===== src/rtl/uart_tx_mmio.sv =====
// Memory-mapped 8N1 UART transmitter with a TX FIFO, a slave on the CPU data bus.
// Define UART_TX_PARITY_EN to insert an even-parity bit after the data bits.
module uart_tx_mmio #(
   parameter int          CLK_DIV    = 868,
   parameter int          FIFO_DEPTH = 16,
   parameter logic [31:0] BASE_ADDR  = 32'h1000_0000
) (
   input  logic        clk,
   input  logic        rst,
   input  logic        ce,
   input  logic        we,
   input  logic [3:0]  sel,
   input  logic [31:0] addr,
   input  logic [31:0] data_i,
   output logic [31:0] data_o,
   output logic        tx,
   output logic        irq
);

   localparam int AW = (FIFO_DEPTH > 1) ? $clog2(FIFO_DEPTH) : 1;
   localparam int CW = AW + 1;
   localparam int DW = (CLK_DIV > 1) ? $clog2(CLK_DIV) : 1;

`ifdef UART_TX_PARITY_EN
   typedef enum logic [2:0] {S_IDLE, S_START, S_DATA, S_PARITY, S_STOP} state_t;
`else
   typedef enum logic [1:0] {S_IDLE, S_START, S_DATA, S_STOP} state_t;
`endif

   logic [7:0]    r_mem [FIFO_DEPTH];
   logic [AW-1:0] r_wptr, r_rptr;
   logic [CW-1:0] r_count;
   logic          r_ovf, r_en, r_irq_en, r_irq, r_tx, r_par;
   state_t        r_state;
   logic [DW-1:0] r_div;
   logic [7:0]    r_shift;
   logic [2:0]    r_idx;

   logic          w_hit, w_wr, w_push, w_push_ok, w_pop, w_empty, w_full, w_bit_end, w_busy;
   logic [1:0]    w_off;
   logic [4:0]    w_cnt5;
   logic [7:0]    w_head;
   logic          w_unused;

   assign w_hit     = ce & (addr[31:4] == BASE_ADDR[31:4]);
   assign w_off     = addr[3:2];
   assign w_wr      = w_hit & we;
   assign w_push    = w_wr & sel[0] & (w_off == 2'd0);
   assign w_empty   = (r_count == '0);
   assign w_full    = (r_count == CW'(FIFO_DEPTH));
   assign w_bit_end = (r_div == '0);
   assign w_busy    = (r_state != S_IDLE);
   assign w_head    = r_mem[r_rptr];
   // A new frame may start from IDLE or exactly where a stop bit ends.
   assign w_pop     = r_en & ~w_empty &
                      ((r_state == S_IDLE) | ((r_state == S_STOP) & w_bit_end));
   assign w_push_ok = w_push & (~w_full | w_pop);
   assign w_cnt5    = 5'(r_count);
   assign w_unused  = ^{sel[3:1], addr[1:0], data_i[31:8]};

   always_comb begin
      data_o = '0;
      if (w_hit && !we) begin
         case (w_off)
            2'd1:    data_o = {23'b0, w_cnt5, r_ovf, w_busy, w_empty, w_full};
            2'd2:    data_o = {30'b0, r_irq_en, r_en};
            default: data_o = '0;
         endcase
      end
   end

   always_ff @(posedge clk) begin
      if (w_push_ok) r_mem[r_wptr] <= data_i[7:0];
   end

   always_ff @(posedge clk) begin
      if (rst) begin
         r_wptr  <= '0;
         r_rptr  <= '0;
         r_count <= '0;
         r_ovf   <= 1'b0;
      end else begin
         if (w_push_ok) r_wptr <= r_wptr + AW'(1);
         if (w_pop)     r_rptr <= r_rptr + AW'(1);
         case ({w_push_ok, w_pop})
            2'b10:   r_count <= r_count + CW'(1);
            2'b01:   r_count <= r_count - CW'(1);
            default: r_count <= r_count;
         endcase
         if (w_push && !w_push_ok)
            r_ovf <= 1'b1;
         else if (w_wr && w_off == 2'd1 && data_i[3])
            r_ovf <= 1'b0;
      end
   end

   always_ff @(posedge clk) begin
      if (rst) begin
         r_en     <= 1'b1;
         r_irq_en <= 1'b0;
         r_irq    <= 1'b0;
      end else begin
         if (w_wr && sel[0] && w_off == 2'd2) begin
            r_en     <= data_i[0];
            r_irq_en <= data_i[1];
         end
         r_irq <= r_irq_en & w_empty & ~w_busy;
      end
   end

   always_ff @(posedge clk) begin
      if (rst) begin
         r_state <= S_IDLE;
         r_tx    <= 1'b1;
         r_div   <= '0;
         r_shift <= '0;
         r_idx   <= '0;
         r_par   <= 1'b0;
      end else begin
         case (r_state)
            S_IDLE: begin
               if (w_pop) begin
                  r_state <= S_START;
                  r_tx    <= 1'b0;
                  r_div   <= DW'(CLK_DIV - 1);
                  r_shift <= w_head;
                  r_par   <= ^w_head;
               end
            end
            S_START: begin
               if (w_bit_end) begin
                  r_state <= S_DATA;
                  r_tx    <= r_shift[0];
                  r_div   <= DW'(CLK_DIV - 1);
                  r_idx   <= '0;
               end else
                  r_div <= r_div - DW'(1);
            end
            S_DATA: begin
               if (w_bit_end) begin
                  r_div <= DW'(CLK_DIV - 1);
                  if (r_idx == 3'd7) begin
`ifdef UART_TX_PARITY_EN
                     r_state <= S_PARITY;
                     r_tx    <= r_par;
`else
                     r_state <= S_STOP;
                     r_tx    <= 1'b1;
`endif
                  end else begin
                     r_tx    <= r_shift[1];
                     r_shift <= r_shift >> 1;
                     r_idx   <= r_idx + 3'd1;
                  end
               end else
                  r_div <= r_div - DW'(1);
            end
`ifdef UART_TX_PARITY_EN
            S_PARITY: begin
               if (w_bit_end) begin
                  r_state <= S_STOP;
                  r_tx    <= 1'b1;
                  r_div   <= DW'(CLK_DIV - 1);
               end else
                  r_div <= r_div - DW'(1);
            end
`endif
            S_STOP: begin
               if (w_bit_end) begin
                  if (w_pop) begin
                     r_state <= S_START;
                     r_tx    <= 1'b0;
                     r_div   <= DW'(CLK_DIV - 1);
                     r_shift <= w_head;
                     r_par   <= ^w_head;
                  end else
                     r_state <= S_IDLE;
               end else
                  r_div <= r_div - DW'(1);
            end
            default: r_state <= S_IDLE;
         endcase
      end
   end

   assign tx  = r_tx;
   assign irq = r_irq;

endmodule

===== config.mk =====
export PLATFORM = sky130hd
export DESIGN_NAME = uart_tx_mmio
export DESIGN_NICKNAME = d
export VERILOG_FILES = /design/src/rtl/uart_tx_mmio.sv
export SDC_FILE = /design/constraint.sdc
export NUM_CORES = 1
export LEC_CHECK = 0
export ABC_AREA = 1
export ABC_CLOCK_PERIOD_IN_PS = 3100
export BUFFER_PORTS_ARGS = -buffer_cell sky130_fd_sc_hd__buf_2
export CORE_ASPECT_RATIO = 1.25
export CORE_MARGIN = 3
export CORE_UTILIZATION = 40
export DETAILED_ROUTE_END_ITERATION = 10
export PLACE_DENSITY = 0.58
export SETUP_SLACK_MARGIN = 0.4
export SYNTH_ARGS = -nofsm -noshare
export SYNTH_HDL_FRONTEND = slang
export SYNTH_SLANG_ARGS = --single-unit

===== constraint.sdc =====
create_clock -name clk -period 3.1 [get_ports clk]
set_clock_uncertainty 0.05 [all_clocks]
set_input_delay 0 -clock clk [delete_from_list [all_inputs] [get_ports clk]]
set_output_delay 0 -clock clk [all_outputs]
set_load 0.02 [all_outputs]

==> results by group, run 1 <==
Outcome
  • Status: completed

Yosys
  • Synth cell count leaders: 165 x nor2_1, 128 x edfxtp_1, 94 x nand2_1, 83 x o21ai_0, 71 x inv_1
  • Area leader, netlist: edfxtp_1
  • Number of synthesized flops with an enable pin: 128
  • Synth Cell Area: 0.00823 mm²
  • Ys Warns: 0
  • Ranking of synthesized cells by area: edfxtp_1 47%, dfxtp_1 11%, nor2_1 7.5%, o21ai_0 5.1%, nand2_1 4.3%
  • Register area share after synthesis: 0.577
  • Main synth FF type: edfxtp_1
  • Synth top area share: 0.467
  • Cells after Synth: 853
  • Unique cell type count in the Yosys netlist: 45
  • Most common cell in the netlist: nor2_1
  • Post-Syn Area per Cell: 9.64 µm²
  • Yosys reg bits: 173
  • Synth async-reset ratio: 0

Final layout
  • Final instance area: 0.00954 mm²
  • Antenna Cells: 0
  • Post-Layout Cell Count: 1,217
  • Share of cells above drive strength 1: 0.155
  • # nets final: 1,026
  • Layout Area Growth over Synthesis: 16.0%

STA
  • Tmin final: 2.55 ns
  • Slew headroom: 0.610
  • Setup TNS: 0 ns
  • Worst-margin pin slew: 0.585 ns
  • Setup violators final: 0
  • Fin crit share: 0.823
  • Final hold vios: 0
  • Peak Freq: 392 MHz
  • Fin Hold WS: 0.0511 ns
  • Pins Over Slew Limit: 0
  • RSZ-0062 raised after global routing: true

Routing
  • Final WL: 18.5 mm
  • WL/cell: 15.2 µm
  • Vias per inst: 4.88
  • Post-route DRC violation count: 0
  • Post-DRT Antenna Nets: 0
  • Via count: 5,943
  • Drt pass-1 iters: 5
  • 1st-iter DRT viols: 405

Power
  • Worst VDD drop: 0.497 mV
  • Lkg Pwr: 0.00368 µW
  • Cell Pwr Density: 803 mW/mm²
  • Final Power: 7660 µW

Clocking
  • CTS buffer count: 17
  • Worst-path clk slew: 0.07 ns
  • Root Buffer: clkbuf_16
  • Num Clock Sinks: 173
  • TritonCTS clock tree: yes
  • H-Tree Depth: 4
  • Maximum clock path buffer count: 2
  • Worst skew pair latency: 0.42 ns

Worst hold path
  • Hold EP: r_en
  • Worst Hold Depth: 4
  • HP Start: addr[3]
  • Hold Path Class: input pin to flip-flop

Worst setup path
  • Worst R2R Path Depth: 12
  • Crit path DAT: 2.63 ns
  • Worst r2r src: r_div[0]
  • Max FO, Critical Path: 11
  • Crit Path Class: flip-flop to flip-flop
  • Crit. End Element: flip-flop
  • R2r endpoint: r_mem[5][5]
  • Worst reg2reg setup slack: 0.55 ns
  • Critical Path Source Type: flip-flop
  • CP required: 3.18 ns

Die
  • Core box area: 0.0202 mm²
  • Die area: 0.0223 mm²
  • Die Wd: 134 µm
  • Row cnt: 58
  • I/O pin cnt: 106
  • Die Height: 166 µm
  • Initial core utilization: 0.408

GRT
  • Vias in the first global route: 5,721
  • GR Util All Layers: 0.167
  • GRT overflow: 0
  • Pin count of the biggest net entering global routing: 36
  • Antenna violations before repair: 0
  • Global-route wire length before repair: 29.3 mm

Placement
  • Dpl cell area: 0.00879 mm²
  • GPL Wtd Cong: 0.836
  • Dpl cells: 1,170
  • IO buf count: 53
  • Final HPWL DP: 12.8 mm

Run
  • Maxcap violations: 0
-- how the worst max path moves through the flow --
stage                from          end  slack (ns)  depth (start not counted)
6_report         r_div[0]  r_mem[5][5]        0.55                         12
5_1_grt          r_div[0]  r_mem[0][3]        0.35                         12
4_1_cts        r_state[0]   r_count[4]        0.40                         17
3_5_place_dp   r_state[0]   r_count[4]        0.42                         17
3_3_place_gp   r_state[0]   r_count[4]        0.48                         17
2_1_floorplan  r_state[0]   r_count[4]        0.58                         18
-- placed cells by master (no fill, tap or decap), types with 4 or more instances in the layout --
master | synthesis | final
buf_2 | 12 | 53
a21oi_1 | 30 | 30
nand4_1 | 15 | 15
buf_4 | 23 | 27
nand2_1 | 94 | 94
clkbuf_16 | 0 | 17
nor3_1 | 13 | 13
o211ai_1 | 33 | 33
xor2_1 | 8 | 8
a21boi_1 | 5 | 5
o21ai_1 | 6 | 6
nand3_1 | 39 | 39
ha_1 | 19 | 19
dfxtp_1 | 45 | 42
inv_2 | 6 | 8
dlygate4sd3_1 | 0 | 14
clkinv_4 | 0 | 4
conb_1 | 1 | 23
nand2_2 | 4 | 4
inv_1 | 71 | 69
edfxtp_1 | 128 | 128
o21ai_0 | 83 | 83
nor2_1 | 165 | 165
-- worst max-delay path: stages, from the launching register on --
cell and delay (ns):
dfxtp_1 0.33, inv_1 0.12, ha_1 0.20, nand3_1 0.16, o21ai_4 0.20, nand3_4 0.10
buf_4 0.21, nand2_2 0.10, inv_2 0.07, nor2_4 0.18, nand2_1 0.18, nor2_1 0.16
buf_4 0.20
-- repair_timing --
item,in CTS,in global routing
hold endpoints to repair,134,0
setup endpoints to repair,0,98
gates resized for setup,0,3
hold buffers,14,0
buffers inserted,0,1
-- logic make-up after synthesis --
logic type	after synthesis	synth area share
AOI/OAI and AO/OA	170	0.121
xor gates and xnor gates	8	0.00852
adders and majority gates	20	0.0313
buffers and inverters	133	0.0753
DFF	173	0.577
other	1	0.000456
and+or+nand+nor	348	0.186
-- report_power, final --
group / total (µW) / switching, µW / internal, µW
Combinational: 2670 / 1770 / 895
Clock: 2140 / 914 / 1230
Sequential: 2850 / 212 / 2630
Total: 7660 / 2900 / 4760
-- flip-flops by register name, summed over array words and instances, names as in the netlist, named ones only --
name,flops
r_rptr,4
irq,1
r_mem,128
r_count,5
tx,1
r_ovf,1
r_state,2
r_shift,8
r_en,1
r_idx,3
r_wptr,4
r_irq_en,1
r_div,10
-- through the flow --
step	util	worst slack, ns
after detailed placement	0.436	0.422
after global routing	0.473	0.348
final	0.473	0.549
after CTS	0.472	0.404
after floorplan	-	0.576
after global placement	0.436	0.479
-- layer usage --
| layer | share of wire | up-vias | global-route usage |
|---|---|---|---|
| met5 | 0 | - | 0 |
| met4 | 0.016 | 0 | 0.0536 |
| met3 | 0.039 | 15 | 0.0300 |
| met2 | 0.51 | 125 | 0.290 |
| met1 | 0.43 | 2762 | 0.211 |
| li1 | - | 3041 | - |
-- area by class of cell --
type / count / area, µm²
fill: 1934 / 10600
clock inverter: 13 / 159
tap: 270 / 338
sequential: 173 / 4750
inverter: 79 / 300
timing repair buffer: 94 / 608
clock buffer: 19 / 443
multi-input combinational: 569 / 2940
Power figures use the tool's default switching activity.
==> inputs of run 2 (changes only) <==
- ABC_CLOCK_PERIOD_IN_PS: 3100 -> 2500
- clock period: 3.1 -> 2.5 ns (I/O delays scaled with it)
==> run 2 against run 1 <==
Cell count increased by 1.7%; global-route usage increased by 0.30 points; core utilization increased by 2.0 points; maximum frequency increased by 21%; clock power increased by 15%; setup slack got worse by 0.16 ns; sequential share of layout area decreased by 1.8 points; critical path depth increased by 5.
==> results by group, run 2 (synthesis results as in run 1) <==
Worst setup path
  • CP Buf/Inv Count: 4 (unchanged)
  • Critical Path Source Type: flip-flop
  • Max FO, Critical Path: 5 (-6)
  • Crit path DAT: 2.39 ns (-0.24 ns)
  • Crit Path Class: flip-flop to flip-flop
  • Worst path depth: 17 (+5)
  • Crit-path cells: inv_2 > ha_4 > inv_6 > nand2_2 > nand3_4 > inv_4 > nand2_4 > inv_4 > fa_2 > nand2_2 > nand2_2 > a21oi_2 > nand2_1 > nand2_1 > nand3_1 > nand2_1 > nor2_1
  • Critical-path top delay cell: dfxtp_4
  • Crit path max-delay family: simple AND/OR/NAND/NOR gates
  • CP required: 2.78 ns (-0.40 ns)
  • Worst R2R Path Depth: 17 (+5)
  • Crit. End Element: flip-flop
  • Max stage delay on crit path: 0.37 ns (+0.04 ns)

Outcome
  • Status: completed

Routing
  • Final WL: 18.8 mm (+1.8%)
  • 1st-iter DRT viols: 340 (-16%)
  • Drt pass-1 iters: 7 (+2)
  • Post-DRT Antenna Nets: 0 (unchanged)
  • Via count: 6,123 (+3.0%)
  • WL/cell: 15.2 µm (+0.12%)
  • Vias per inst: 4.95 (+1.3%)
  • Post-route DRC violation count: 0 (unchanged)

Power
  • Seq pwr share: 0.359 (-0.013)
  • Switching Share: 0.373 (-0.00529)
  • Final Power: 9720 µW (+27%)
  • Lkg Pwr: 0.00379 µW (+3.2%)
  • Clock share of power: 0.253 (-0.027)
  • Worst VDD drop: 0.549 mV (+11%)
  • Internal power: 6090 µW (+28%)
  • Cell Pwr Density: 978 mW/mm² (+22%)
  • Combinational power share: 0.388 (+0.040)
  • Sw Pwr: 3630 µW (+25%)

STA
  • Pins Over Slew Limit: 0 (unchanged)
  • Final hold vios: 0 (unchanged)
  • Tmin final: 2.11 ns (-0.439 ns)
  • Final setup margin: 0.388 ns (-0.161 ns)
  • Slew headroom: 0.585 (-0.0249)
  • Worst-margin pin slew: 0.622 ns (+0.0373 ns)
  • Peak Freq: 473 MHz (+21%)
  • Setup TNS: 0 ns (unchanged)
  • Setup violators final: 0 (unchanged)
  • Fin crit share: 0.845 (+0.0217)
  • RSZ-0062 raised after global routing: true

Die
  • Die Height: 166 µm (unchanged)
  • Core box area: 0.0202 mm² (unchanged)
  • I/O pin cnt: 106 (unchanged)
  • Initial core utilization: 0.408 (unchanged)
  • Die Wd: 134 µm (unchanged)
  • Row cnt: 58 (unchanged)
  • Die area: 0.0223 mm² (unchanged)

Clocking
  • Num Clock Sinks: 173 (unchanged)
  • TritonCTS clock tree: yes
  • CTS buffer count: 17 (unchanged)
  • H-Tree Depth: 4 (unchanged)
  • Worst skew pair latency: 0.43 ns (about the same)
  • Worst-path clk slew: 0.07 ns (about the same)
  • Root Buffer: clkbuf_16
  • Maximum clock path buffer count: 2 (unchanged)

GRT
  • Pin count of the biggest net entering global routing: 50 (+39%)
  • Antenna violations before repair: 0 (unchanged)
  • GR Util All Layers: 0.170 (+0.00299)
  • GRT overflow: 0 (unchanged)
  • Global-route wire length before repair: 30.1 mm (+2.9%)
  • Vias in the first global route: 5,884 (+2.8%)

Final layout
  • Antenna Cells: 0 (unchanged)
  • Most frequent cells in the layout: 149 x nor2_1, 128 x edfxtp_1, 86 x nand2_1
  • Share of cells above drive strength 1: 0.218 (+0.0627)
  • Max FFs per register: 128 (unchanged)
  • Filler Cell Count: 1,924 (-0.52%)
  • Final instance area: 0.00994 mm² (+4.2%)
  • Largest registers: r_mem x128, r_div x10, r_shift x8
  • Layout Area Growth over Synthesis: 20.8%
  • # nets final: 1,048 (+2.1%)
  • Biggest register: r_mem
  • Most common cell after layout, fill and taps aside: nor2_1
  • Post-Layout Cell Count: 1,238 (+1.7%)

Placement
  • GPL Wtd Cong: 0.807 (-3.5%)
  • IO buf count: 53 (unchanged)
  • Dpl cells: 1,172 (+0.17%)
  • Final HPWL DP: 12.4 mm (-2.6%)
  • Dpl cell area: 0.00891 mm² (+1.4%)
  • Pre-CTS WS: 0.156 ns (-0.266 ns)

Run
  • Maxcap violations: 0 (unchanged)

Worst hold path
  • Hold Path Class: input pin to flip-flop
  • Worst Hold Depth: 2 (-2)
[run 2: cell types whose count changed in the layout (fill, tap and decap cells not counted), moves of 4 or more]
cell and delta:
nand2_4 +4, nor2_4 +4, nand2_1 -8, nor2_1 -16
inv_1 -6, clkinvlp_4 +7, nor2_2 +12, buf_6 +15
ha_1 -4, dfxtp_2 +5, dfxtp_1 -8, nand2_2 +4
[run 2: path summary, 6_finish.rpt]
kind               from    endpoint  slack [ns]
max          r_state[0]  r_count[4]        0.39
max reg2reg  r_state[0]  r_count[4]        0.39
min reg2reg    r_idx[2]    r_idx[2]        0.42
min                 rst    r_div[3]        0.02
[run 2: cell type report]
cell class | count | area, µm² | share of cell area
multi-input cells | 569 | 3100 | 0.312
clock buffers | 19 | 433 | 0.0436
flip-flops and latches | 173 | 4770 | 0.480
repair buffers | 116 | 870 | 0.0875
well taps | 270 | 338 | 0.0340
clock inverters | 12 | 116 | 0.0117
inverters | 79 | 313 | 0.0315
[run 2: per-layer routing]
layer,GRT usage,part of all wire
met1,0.216,0.43
met2,0.296,0.52
met3,0.0267,0.035
met4,0.0567,0.015
met5,0,0
[run 2: repair_timing]
action / in CTS / in global routing
hold endpoints to repair: 133 / 0
endpoints found under the setup margin: 130 / 130
pin swaps: 11 / 13
gates resized for setup: 30 / 23
setup buffers: 13 / 7
hold buffers: 15 / 0
[run 2: per-stage QoR]
stage / util / hold WS (ns)
floorplan: - / 0.0489
global placement: 0.442 / 0.348
detailed placement: 0.442 / 0.345
CTS: 0.486 / 0.00797
global route: 0.493 / 0.0476
finish: 0.493 / 0.0243
[run 2: power by group through the flow]
stage | Sequential, µW | Clock (µW) | Combinational [µW]
floorplan | 3450 | 0 | 2720
global placement | 3530 | 0 | 3380
detailed placement | 3530 | 0 | 3420
CTS | 3470 | 2510 | 3720
global route | 3510 | 2600 | 4270
finish | 3480 | 2460 | 3770
==> inputs of run 3 (changes only) <==
- ABC_CLOCK_PERIOD_IN_PS: 2500 -> 2090
- clock period: 2.5 -> 2.09 ns (I/O delays scaled with it)
==> run 3 against run 2 <==
The run now ends with setup timing left; final area increased by 11%; largest power group unchanged; maximum frequency increased by 0.89%; core utilization increased by 5.5 points; cell count increased by 5.8%; via count increased by 7.0%; global-route usage increased by 1.8 points; sequential share of layout area decreased by 4.8 points; flip-flop and latch count unchanged; critical endpoint unchanged; highest routed layer unchanged.
==> results by group, run 3 (synthesis results as in run 1) <==
STA
  • Slew headroom: 0.586 (+0.000876)
  • Setup violators final: 1 (+1)
  • Peak Freq: 478 MHz (+0.89%)
  • Final hold vios: 0 (unchanged)
  • Pins Over Slew Limit: 0 (unchanged)
  • Fin crit share: 1.00 (+0.157)
  • Worst-margin pin slew: 0.621 ns (-0.00131 ns)
  • Setup TNS: -0.00334 ns (-0.00334 ns)
  • Tmin final: 2.09 ns (-0.0186 ns)
  • RSZ-0062 raised after global routing: true
  • Final setup margin: -0.00334 ns (-0.391 ns)

Routing
  • Drt pass-1 iters: 5 (-2)
  • Final WL: 21.0 mm (+11%)
  • Via count: 6,554 (+7.0%)
  • Vias per inst: 5.00 (+1.2%)
  • Post-route DRC violation count: 0 (unchanged)
  • Post-DRT Antenna Nets: 0 (unchanged)
  • WL/cell: 16.0 µm (+5.2%)
  • 1st-iter DRT viols: 318 (-6.5%)

Final layout
  • Most common cell after layout, fill and taps aside: nor2_1
  • Final instance area: 0.0110 mm² (+11%)
  • Layout Area Growth over Synthesis: 34.3%
  • Post-Layout Cell Count: 1,310 (+5.8%)
  • # nets final: 1,119 (+6.8%)
  • Max FFs per register: 128 (unchanged)
  • Largest registers: r_mem x128, r_div x10, r_shift x8
  • Most frequent cells in the layout: 143 x nor2_1, 128 x edfxtp_1, 79 x o21ai_0
  • Antenna Cells: 0 (unchanged)
  • Share of cells above drive strength 1: 0.319 (+0.101)
  • Biggest register: r_mem

Worst setup path
  • Worst r2r src: r_state[1]
  • CP dominant cell by count: nand2_2
  • Crit path max-delay family: simple AND/OR/NAND/NOR gates
  • CP required: 2.36 ns (-0.42 ns)
  • Worst path depth: 17 (unchanged)
  • Crit path DAT: 2.37 ns (-0.02 ns)
  • Worst reg2reg setup slack: -0.003 ns (-0.39 ns)
  • CP Buf/Inv Count: 4 (unchanged)
  • Critical-path top delay cell: dfxtp_4
  • R2r endpoint: r_count[4]
  • Crit. End Element: flip-flop
  • Crit-path cells: inv_4 > ha_4 > inv_6 > o21ai_4 > nand3_4 > inv_4 > nand2_4 > inv_6 > fa_2 > nand2_2 > nand2_2 > a21oi_2 > nand2_1 > nand2_2 > nand3_2 > nand2_1 > nor2_1
  • Critical Path Source Type: flip-flop
  • Worst R2R Path Depth: 17 (unchanged)
  • Crit path launch: r_state[1]
  • Max stage delay on crit path: 0.37 ns (about the same)
  • Max FO, Critical Path: 4 (-1)
  • Critical Path Sink: r_count[4]
  • Crit Path Class: flip-flop to flip-flop

Die
  • Core box area: 0.0202 mm² (unchanged)
  • Die Height: 166 µm (unchanged)
  • Die Wd: 134 µm (unchanged)
  • Initial core utilization: 0.408 (unchanged)
  • I/O pin cnt: 106 (unchanged)
  • Row cnt: 58 (unchanged)
  • Die area: 0.0223 mm² (unchanged)

Outcome
  • Status: finished with violations
  • Failing checks: setup timing

GRT
  • Antenna violations before repair: 0 (unchanged)
  • GRT overflow: 0 (unchanged)
  • Pin count of the biggest net entering global routing: 35 (-30%)
  • GR Util All Layers: 0.188 (+0.0178)
  • Global-route wire length before repair: 33.1 mm (+9.9%)
  • Vias in the first global route: 6,407 (+8.9%)

Worst hold path
  • Hold Path Class: input pin to flip-flop
  • Worst Hold Depth: 3 (+1)

Clocking
  • TritonCTS clock tree: yes
  • Worst skew pair latency: 0.43 ns (about the same)
  • Worst-path clk slew: 0.07 ns (about the same)
  • Num Clock Sinks: 173 (unchanged)
  • H-Tree Depth: 4 (unchanged)
  • Maximum clock path buffer count: 2 (unchanged)
  • Root Buffer: clkbuf_16
  • CTS buffer count: 17 (unchanged)

Power
  • Worst VDD drop: 0.965 mV (+76%)
  • Cell Pwr Density: 1260 mW/mm² (+28%)
  • Lkg Pwr: 0.00428 µW (+13%)
  • Final Power: 13,900 µW (+43%)

Placement
  • IO buf count: 53 (unchanged)
  • Dpl cells: 1,228 (+4.8%)
  • Pre-CTS WS: -0.0587 ns (-0.215 ns)
  • Final HPWL DP: 13.9 mm (+12%)
  • GPL Wtd Cong: 0.823 (+1.9%)
  • Dpl cell area: 0.00951 mm² (+6.8%)

Run
  • Maxcap violations: 0 (unchanged)
## run 3: cell count changes in the layout (fill, tap and decap cells not counted), moves of 7 or more
cell     before  now
a21oi_2       4   11
nand3_1      38   30
nor2_4        7   24
nand2_1      86   77
a21oi_1      29   21
buf_6        15   35
buf_4        30   74
nor2_2       15    4
## run 3: routing by layer
metal,track usage,share of wire,up-vias
li1,-,-,3236
met1,0.235,0.41,3171
met2,0.337,0.54,127
met3,0.0264,0.035,20
met4,0.0549,0.014,0
met5,0,0,-
## run 3: worst min path at each step
stage,end,slack [ns],startpoint
finish,r_count[0],0.02,rst
CTS,r_idx[0],0.003,rst
detailed placement,irq,0.37,irq
global placement,irq,0.38,irq
floorplan,r_mem[0][0],0.05,data_i[0]
global route,r_count[0],0.04,rst
## run 3: stage by stage
step	hold slack, ns	utilization
after global routing	0.0369	0.547
final	0.0176	0.547
after global placement	0.376	0.472
after floorplan	0.0489	-
after detailed placement	0.373	0.472
after CTS	0.00337	0.534
## run 3: repair_timing
item,4_1_cts,5_1_grt
setup buffers,29,9
setup endpoints to repair,145,176
cloned,1,0
hold buffers,11,0
gates resized for setup,89,53
pin swaps,50,40
endpoints found under the hold margin,132,0
## run 3: where the power goes
group	total (µW)	switching (µW)	leakage [µW]	internal, µW
clock network	3240	1420	0.000297	1810
registers	4120	202	0.00152	3920
logic	6510	3560	0.00246	2950
total	13900	5190	0.00428	8680
## run 3: cell type report
cell class,instances,area (µm²)
fill,1804,9130
sequential,173,4770
multi-input combinational,569,3430
timing repair buffer,186,1580
clock buffer,17,425
tap,270,338
inverter,79,324
clock inverter,15,175
timing repair inverter,1,8.76
## run 3: worst register-to-register path, delay by kind of cell (launching register included)
family / cells / cell delay (ns)
AND/OR/NAND/NOR: 9 / 0.62
adder cells (fa/ha/maj): 2 / 0.52
flip-flops: 1 / 0.37
buffers and inverters: 4 / 0.22
AO/OA/AOI/OAI: 2 / 0.20
